--- config.mk ---
export PLATFORM = sky130hd
export DESIGN_NAME = rom_port_arbiter
export DESIGN_NICKNAME = d
export VERILOG_FILES = /design/src/rtl/rom_port_arbiter_pkg.sv /design/src/rtl/rom_port_arbiter_prio_arb.sv /design/src/rtl/rom_port_arbiter.sv
export SDC_FILE = /design/constraint.sdc
export NUM_CORES = 1
export LEC_CHECK = 0
export CAP_MARGIN = 20
export CORE_ASPECT_RATIO = 0.9
export CORE_MARGIN = 4
export CORE_UTILIZATION = 25
export DETAILED_ROUTE_END_ITERATION = 7
export HOLD_SLACK_MARGIN = 0.06
export PLACE_DENSITY_LB_ADDON = 0.05
export SLEW_MARGIN = 30
export SYNTH_ARGS = -nofsm -noshare
export SYNTH_HDL_FRONTEND = slang
export SYNTH_SLANG_ARGS = --single-unit
--- constraint.sdc ---
create_clock -name clk -period 6.8 [get_ports clk]
set_clock_uncertainty 0.15 [all_clocks]
set_input_delay 1.36 -clock clk [delete_from_list [all_inputs] [get_ports clk]]
set_output_delay 1.36 -clock clk [all_outputs]
set_load 0.005 [all_outputs]
--- src/rtl/rom_port_arbiter_pkg.sv ---
// Shared types and constants for the instruction-ROM read-port arbiter.
// Latency: n/a (types and constants only).
// Backpressure: n/a.
package rom_port_arbiter_pkg;

  // ROM geometry, shared with the ROM macro wrapper.
  localparam int ROM_DEPTH_WORDS = 128;

  typedef enum logic {
    OWN_IF,
    OWN_LD
  } rom_owner_e;

  typedef enum logic [1:0] {
    IDLE,  // nothing in flight
    WAIT,  // ROM read (or error response) returning this cycle
    HOLD   // response parked in the hold register
  } arb_state_e;

endpackage

--- src/rtl/rom_port_arbiter_prio_arb.sv ---
// Fixed-priority (LD first) grant with an IF anti-starvation counter.
// Latency: combinational grants; the counter updates on the clock edge.
// Backpressure: grants only when can_issue; the counter is frozen otherwise.
//
// Ports:
//   clk, rst_n          clock, async active-low reset
//   if_vld, ld_vld      request valids from fetch and load ports
//   can_issue           the response path can accept a new request this cycle
//   grant_if, grant_ld  one-hot (or zero) grant
module rom_prio_arb #(
  parameter int STARVE_MAX = 4
) (
  input  logic clk,
  input  logic rst_n,
  input  logic if_vld,
  input  logic ld_vld,
  input  logic can_issue,
  output logic grant_if,
  output logic grant_ld
);

  localparam int CNT_W = $clog2(STARVE_MAX + 1);

  logic [CNT_W-1:0] starve_cnt;
  logic             starved;

  assign starved = (starve_cnt == CNT_W'(STARVE_MAX));

  // IF wins when alone, or when it has lost STARVE_MAX times in a row.
  always_comb begin
    grant_if = can_issue && if_vld && (!ld_vld || starved);
    grant_ld = can_issue && ld_vld && !grant_if;
  end

  always_ff @(posedge clk or negedge rst_n) begin
    if (!rst_n) begin
      starve_cnt <= '0;
    end else if (can_issue) begin
      if (grant_if) begin
        starve_cnt <= '0;
      end else if (if_vld && !starved) begin
        starve_cnt <= starve_cnt + CNT_W'(1);
      end
    end
  end

endmodule

--- src/rtl/rom_port_arbiter.sv ---
// Shares the 1-cycle synchronous ROM read port between fetch (IF) and load (LD).
// Latency: response valid exactly one cycle after the request handshake.
// Backpressure: response parks in a hold register; no new grant until the owner accepts it.
//
// Ports:
//   clk, rst_n                          clock, async active-low reset
//   if_req_valid/ready/addr             IF byte-address request
//   if_rsp_valid/ready/data/err         IF response (err: misaligned or out of range)
//   ld_req_*, ld_rsp_*                  same for the LD port
//   rom_en, rom_addr, rom_rdata         ROM read port (data valid the cycle after rom_en)
module rom_port_arbiter
  import rom_port_arbiter_pkg::*;
#(
  parameter int ADDR_W      = 32,
  parameter int DEPTH_WORDS = ROM_DEPTH_WORDS,
  parameter int STARVE_MAX  = 4,
  localparam int IDX_W      = $clog2(DEPTH_WORDS)
) (
  input  logic              clk,
  input  logic              rst_n,
  input  logic              if_req_valid,
  output logic              if_req_ready,
  input  logic [ADDR_W-1:0] if_req_addr,
  output logic              if_rsp_valid,
  input  logic              if_rsp_ready,
  output logic [31:0]       if_rsp_data,
  output logic              if_rsp_err,
  input  logic              ld_req_valid,
  output logic              ld_req_ready,
  input  logic [ADDR_W-1:0] ld_req_addr,
  output logic              ld_rsp_valid,
  input  logic              ld_rsp_ready,
  output logic [31:0]       ld_rsp_data,
  output logic              ld_rsp_err,
  output logic              rom_en,
  output logic [IDX_W-1:0]  rom_addr,
  input  logic [31:0]       rom_rdata
);

  arb_state_e       state_q, state_d;
  rom_owner_e       owner_q, owner_d;
  logic             err_q, err_d;
  logic [31:0]      hold_q, hold_d;
  logic [IDX_W-1:0] addr_q;

  logic              rsp_vld;
  logic [31:0]       cur_data;
  logic              own_rdy;
  logic              accept;
  logic              can_issue;
  logic              grant_if, grant_ld, issue;
  logic [ADDR_W-1:0] sel_addr;
  logic              sel_err;

  // Response path: live ROM data in WAIT (zeroed for errors), parked copy in HOLD.
  assign rsp_vld  = (state_q != IDLE);
  assign cur_data = (state_q == HOLD) ? hold_q : (err_q ? 32'd0 : rom_rdata);
  assign own_rdy  = (owner_q == OWN_IF) ? if_rsp_ready : ld_rsp_ready;
  assign accept   = rsp_vld && own_rdy;

  // Gating with rst_n keeps req_ready/rom_en low while reset is held.
  assign can_issue = rst_n && ((state_q == IDLE) || accept);

  rom_prio_arb #(
    .STARVE_MAX (STARVE_MAX)
  ) u_prio (
    .clk       (clk),
    .rst_n     (rst_n),
    .if_vld    (if_req_valid),
    .ld_vld    (ld_req_valid),
    .can_issue (can_issue),
    .grant_if  (grant_if),
    .grant_ld  (grant_ld)
  );

  assign issue    = grant_if || grant_ld;
  assign sel_addr = grant_if ? if_req_addr : ld_req_addr;
  assign sel_err  = (sel_addr[1:0] != 2'b00) ||
                    (sel_addr[ADDR_W-1:2] >= (ADDR_W-2)'(DEPTH_WORDS));

  assign if_req_ready = grant_if;
  assign ld_req_ready = grant_ld;

  // Errored requests never touch the ROM; rom_addr keeps its previous value then.
  assign rom_en   = issue && !sel_err;
  assign rom_addr = rom_en ? sel_addr[2 +: IDX_W] : addr_q;

  always_comb begin
    if_rsp_valid = rsp_vld && (owner_q == OWN_IF);
    ld_rsp_valid = rsp_vld && (owner_q == OWN_LD);
    if_rsp_data  = if_rsp_valid ? cur_data : 32'd0;
    ld_rsp_data  = ld_rsp_valid ? cur_data : 32'd0;
    if_rsp_err   = if_rsp_valid && err_q;
    ld_rsp_err   = ld_rsp_valid && err_q;
  end

  always_comb begin
    state_d = state_q;
    owner_d = owner_q;
    err_d   = err_q;
    hold_d  = hold_q;
    if (issue) begin
      // Issue only happens from IDLE or alongside an accept, so nothing is dropped.
      state_d = WAIT;
      owner_d = grant_if ? OWN_IF : OWN_LD;
      err_d   = sel_err;
    end else begin
      case (state_q)
        WAIT: begin
          if (accept) begin
            state_d = IDLE;
          end else begin
            // ROM output is only valid for one cycle; park it.
            state_d = HOLD;
            hold_d  = cur_data;
          end
        end
        HOLD: begin
          if (accept) begin
            state_d = IDLE;
          end
        end
        default: state_d = state_q;
      endcase
    end
  end

  always_ff @(posedge clk or negedge rst_n) begin
    if (!rst_n) begin
      state_q <= IDLE;
      owner_q <= OWN_IF;
      err_q   <= 1'b0;
      hold_q  <= '0;
      addr_q  <= '0;
    end else begin
      state_q <= state_d;
      owner_q <= owner_d;
      err_q   <= err_d;
      hold_q  <= hold_d;
      if (rom_en) begin
        addr_q <= rom_addr;
      end
    end
  end

endmodule

# Word-level counts from Yosys, hierarchy flattened
# Index checks and enable logic that the tools add are counted.
# totals
reg_bits	46
wordCells	57
# classes
n_addsub	1
magnitude_cmp	1
eq_ne	4
muxes	14
n_bitwise	3
reduce_logical	28
# ops
cell	n
two-way mux 32 bit	5
>= comparator 30 x 8 -> 1 bit, second input constant	1
logical AND 1 bit	12
two-way mux 7 bit	1
two-way mux 2 bit	3
two-way mux 3 bit	2
nonzero test 2 bit	3
zero test 1 bit	4
logical OR 1 bit	4
case mux 2 bit (2 select lines)	1
AND reduction 2 bit	2
adder 3 x 1 -> 3 bit, second input constant	1
== test 3 bit, second input constant	1
inequality test 3 bit, second input constant	1
inverter 1 bit	3
AND reduction 3 bit	1
nonzero test 3 bit	1
== test 2 x 1 -> 1 bit, second input constant	1
== test 2 bit, second input constant	1
zero test 2 bit	1
two-way mux 1 bit	2

# Logic depth before layout (Yosys ltp)
# depth
ltp_word	12
ltp_mapped	8
depth_no_buf	7

# By module
# From an unflattened synthesis, not the netlist that was laid out.
# hier_totals
hier_cells	383
hier_area_um2	2956.6
# modules_own_cells
mod	n_inst	cells_per_inst	area_per_inst_um2	seq_area_each_um2
rom_port_arbiter	1	362	2731.4	1076.0
rom_prio_arb	1	21	225.2	75.1

# Worst setup path before layout
# OpenSTA, ideal clock, no wires.
# synth_timing
kind	input to output
start	in if_rsp_ready
end	out rom_addr[0]
arrival_ps	2696
t_required_ps	5290
slack_ps	2594
stages	6
path_buffers	1
cell_sequence	mux2_4 -> o211ai_4 -> nor4_4 -> nor2_4 -> buf_6 -> mux2_4
# synth_via
elab_chain_len	12
word_cells_on_any_way	17
classes_between	1 x order compare; 3 x mux; 13 x reduce/logical
# synth_lines
element	line	source
from (decl)	rom_port_arbiter.sv:25	input logic if_rsp_ready,
two-way mux 1 bit *	rom_port_arbiter.sv:58	assign own_rdy = (owner_q == OWN_IF) ? if_rsp_ready : ld_rsp_ready;
logical AND 1 bit *	rom_port_arbiter.sv:59	assign accept = rsp_vld && own_rdy;
logical OR 1 bit *	rom_port_arbiter.sv:62	assign can_issue = rst_n && ((state_q == IDLE) || accept);
logical AND 1 bit *	rom_port_arbiter.sv:62	
logical AND 1 bit (2 in a row)	rom_port_arbiter_prio_arb.sv:31	grant_if = can_issue && if_vld && (!ld_vld || starved);
two-way mux 32 bit	rom_port_arbiter.sv:77	assign sel_addr = grant_if ? if_req_addr : ld_req_addr;
>= comparator 30 x 8 -> 1 bit / nonzero test 2 bit (equally long branches)	rom_port_arbiter.sv:79, rom_port_arbiter.sv:78	
logical OR 1 bit	rom_port_arbiter.sv:78	assign sel_err = (sel_addr[1:0] != 2'b00) ||
zero test 1 bit	rom_port_arbiter.sv:85	assign rom_en = issue && !sel_err;
logical AND 1 bit	rom_port_arbiter.sv:85	
two-way mux 7 bit *	rom_port_arbiter.sv:86	assign rom_addr = rom_en ? sel_addr[2 +: IDX_W] : addr_q;
to (decl)	rom_port_arbiter.sv:36	output logic [IDX_W-1:0] rom_addr,
# Every way passes the cells marked *; elsewhere a longest branch is shown, timed or not.

# Worst setup path after layout
# layout_timing
start	in if_rsp_ready
end	out rom_addr[4]
# Same word-level chain as after synthesis.

==> summary.md <==
| Metric | Value |
|---|---|
| FF/Latch Area | roughly 1200 sq um |
| Post-synth top area cell | dfrtp_1 |
| Max Clk Rate | 0.1899 GHz |
| Vias in the first global route | 2981 |
| H-tree Lvls | 2 |
| Final Core Density | 0.4550 |
| Startpoint types | primary input |
| Routed wire length | between 9 and 10 mm |
| Clock power frac | 0.333 |
| CP peak stage delay | between 0.4 and 0.5 ns |
| CTS tree | built |
| Synth Area per Inst | 7.570 sq um |
| Power per cell area | between 150 and 200 nW/um^2 |
| Crit-path cells | clkdlybuf4s50_1 -> mux2_4 -> o211ai_4 -> nor4_4 -> nor2_4 -> mux2_4 -> clkdlybuf4s50_1 |
| TNS Setup | 0 ns |
| Post-Syn Instances | 381 |
| Post-CTS Hold Buffers | 0 |
| Synthesized Nets | roughly 490 |
| Die Span Y | 109.9 um |
| Final hold violation count | 0 |
| Worst Path Buf+Inv | 2 |
| Drt first pass iters | 4 |
| Switching share of total power | 0.3078 |
| Gr ovfl total | 0 |
| Status | finished clean |
| Final WS setup | 1.535 ns |
| Yosys reg bits | 46 |
| CP Class | primary input to primary output |
| Int Pwr | ~660 uW |
| Synth-to-layout area growth | 74.10% |
| Crit. Startpoint | if_rsp_ready |
| Crit Reg-Reg Startpoint | owner_q |
| # fillers | between 1000 and 1500 |
| # diodes | 0 |
| Fin crit share | 0.7742 |
| Starting Density | 0.2613 |
| HP Class | flop to flop |
| Initial antenna violation count | 0 |
| Commonest non-fill, non-tap cell in the layout | clkdlybuf4s50_1 |
| Post-synth top area share | 0.3991 |
| Nets | 650 |
| Clock Latency Late Sink | 0.28 ns |
| Final setup viols | 0 |
| DR iter-0 viols | approximately 120 |
| Sequential Power Share | 0.352 |
| Placer Congestion | 0.7133 |
| Worst IR Drop VDD | 89.89 uV |
| DR vias/cell | 4.349 |
| Crit-path leading delay family | buffers and inverters |
| Clock Pin Slew Worst Setup and Hold Paths | around 0.060 ns |
| Die area | 13320 sq um |
| Clk sinks | 46 |
| DR DRC count | 0 |
| Wire per inst | 13.24 um |
| Arr. time, crit path | 3.75 ns |
| PortBufs | 179 |
| Slew Limit Fails | 0 |
| Ports | 180 |
| CP Max Fanout | 16 |
| Period minus WS final | between 5 and 6 ns |
| Post-CTS setup buffer count | 0 |
| Largest net degree at the start of global routing | 49 |
| Slowest stage cell, crit path | clkdlybuf4s50_1 |
| Layout cells sized above 1 | 0.08410 |
| Gr usage total | 0.1354 |
| Vias post-DR | approximately 3000 |
| Post-DP HPWL | ~7.1 mm |
| Multi-input logic area | 1617 sq um |
| # rows | 36 |
| CTS resizes | 0 |
| Top cells by area, synth | dfrtp_1 (40%), nor2_1 (13%), nand2_1 (9.1%) |
| Comb power frac | 0.315 |
| Num CTS Buffers | 5 |
| Area of the core | 11040 sq um |
| Mapped Area | 2884 sq um |
| Switching Power | between 200 and 300 uW |
| Yosys cell types | 32 |
| Sequential area share after synthesis | 0.3991 |
| Clock root cell | clkbuf_16 |
| Tot Pwr | 959.6 uW |
| First-pass GRT wire length | 14.48 mm |
| Worst-Margin Slew | approximately 0.67 ns |
| RSZ-0062 raised after global routing | no |
| Commonest cells after routing, fill and taps aside | clkdlybuf4s50_1 (178), nor2_1 (103), nand2_1 (70), dfrtp_1 (46), o21ai_0 (38) |
| Clk buf depth | 2 |
| Synth warn | 0 |
| Worst Setup End Kind | primary output |
| Die Wd | 121.2 um |
| Worst Min Path Start | hold_q[11] |
| Routed Antenna Nets | 0 |
| Dpl ws | approximately 1.5 ns |
| Rel. slew slack | 0.5519 |
| Hold Slack | between 0.3 and 0.4 ns |
| Maxcap violations | 0 |
| Pleak | 0.002034 uW |
| Data required, critical path | 5.29 ns |
metrics by stage:
stage | std cells | area [sq um]
after floorplan | 381 | 2884
after global routing | 699 | 5021
final | 699 | 5021
after global placement | 690 | 4793
after CTS | 699 | 5021
after detailed placement | 691 | 4822
area by class of cell:
class / count / share of cell area
timing repair buffer: 183 / 0.3658
tap: 152 / 0.03788
clock buffer: 6 / 0.02766
sequential: 46 / 0.2293
inverter: 7 / 0.005482
clock inverter: 2 / 0.01196
multi-input combinational: 303 / 0.3220
power groups by stage:
| stage | Sequential, uW | Clock, uW | Combinational [uW] |
|---|---|---|---|
| after floorplan | 335 | 0 | 167 |
| after global placement | 343 | 0 | 297 |
| after detailed placement | 343 | 0 | 311 |
| after CTS | 338 | 331 | 311 |
| after global routing | 344 | 343 | 340 |
| final | 338 | 320 | 302 |
synthesized netlist by cell type:
cell type and count:
nor2_1 103, nand2_1 70, dfrtp_1 46, o21ai_0 38, a21oi_1 33, clkbuf_1 21, mux2_4 16, nor4_1 10
inv_1 6, mux2_2 6, buf_1 3, nand3_1 3, or2_2 3, ha_1 2, nand4_1 2, nor2_4 2
nor3_1 2, a21o_1 1, a31oi_1 1, and2_1 1, buf_6 1, clkinv_1 1, mux2i_1 1, nand2b_1 1
nor2b_1 1, nor3_2 1, nor4_4 1, o2111ai_1 1, o211a_1 1, o211ai_4 1, o21a_1 1, o21ai_1 1
worst reg2reg max path, cell delays in order (launching register included):
cell and delay (ns):
dfrtp_1 0.44, mux2_4 0.35, o211ai_4 0.31, nor4_4 0.10
nor2_4 0.45, mux2_2 0.40
kinds of logic after synthesis:
| family | synth area share |
|---|---|
| simple gates | 0.2915 |
| compound gates | 0.1462 |
| flops | 0.3991 |
| buf+inv | 0.04425 |
| mux | 0.1102 |
| fa+ha+maj | 0.008675 |
worst paths after layout:
path / endpoint / slack, ns / depth (start not counted)
max in group asynchronous: addr_q[0] / 4.93 / 2
worst max register to register: addr_q[4] / 4.48 / 5
min in group asynchronous: hold_q[26] / 1.14 / 2
worst max-delay path: rom_addr[4] / 1.54 / 7
worst min-delay path: hold_q[11] / 0.33 / 2
worst min register to register: hold_q[11] / 0.33 / 2
flip-flops by register name, summed over array words and instances (netlist names):
register           count
u_prio.starve_cnt      3
addr_q                 7
owner_q                1
hold_q                32
state_q                2
err_q                  1
routing by layer:
layer	vias to the layer above	part of all wire	global-route usage
met5	-	0	0
met1	1351	0.45	0.1628
met4	0	0.012	0.03680
li1	1593	-	-
met2	90	0.49	0.2408
met3	6	0.056	0.03549
Note: power is estimated with default switching activity, not from simulation.
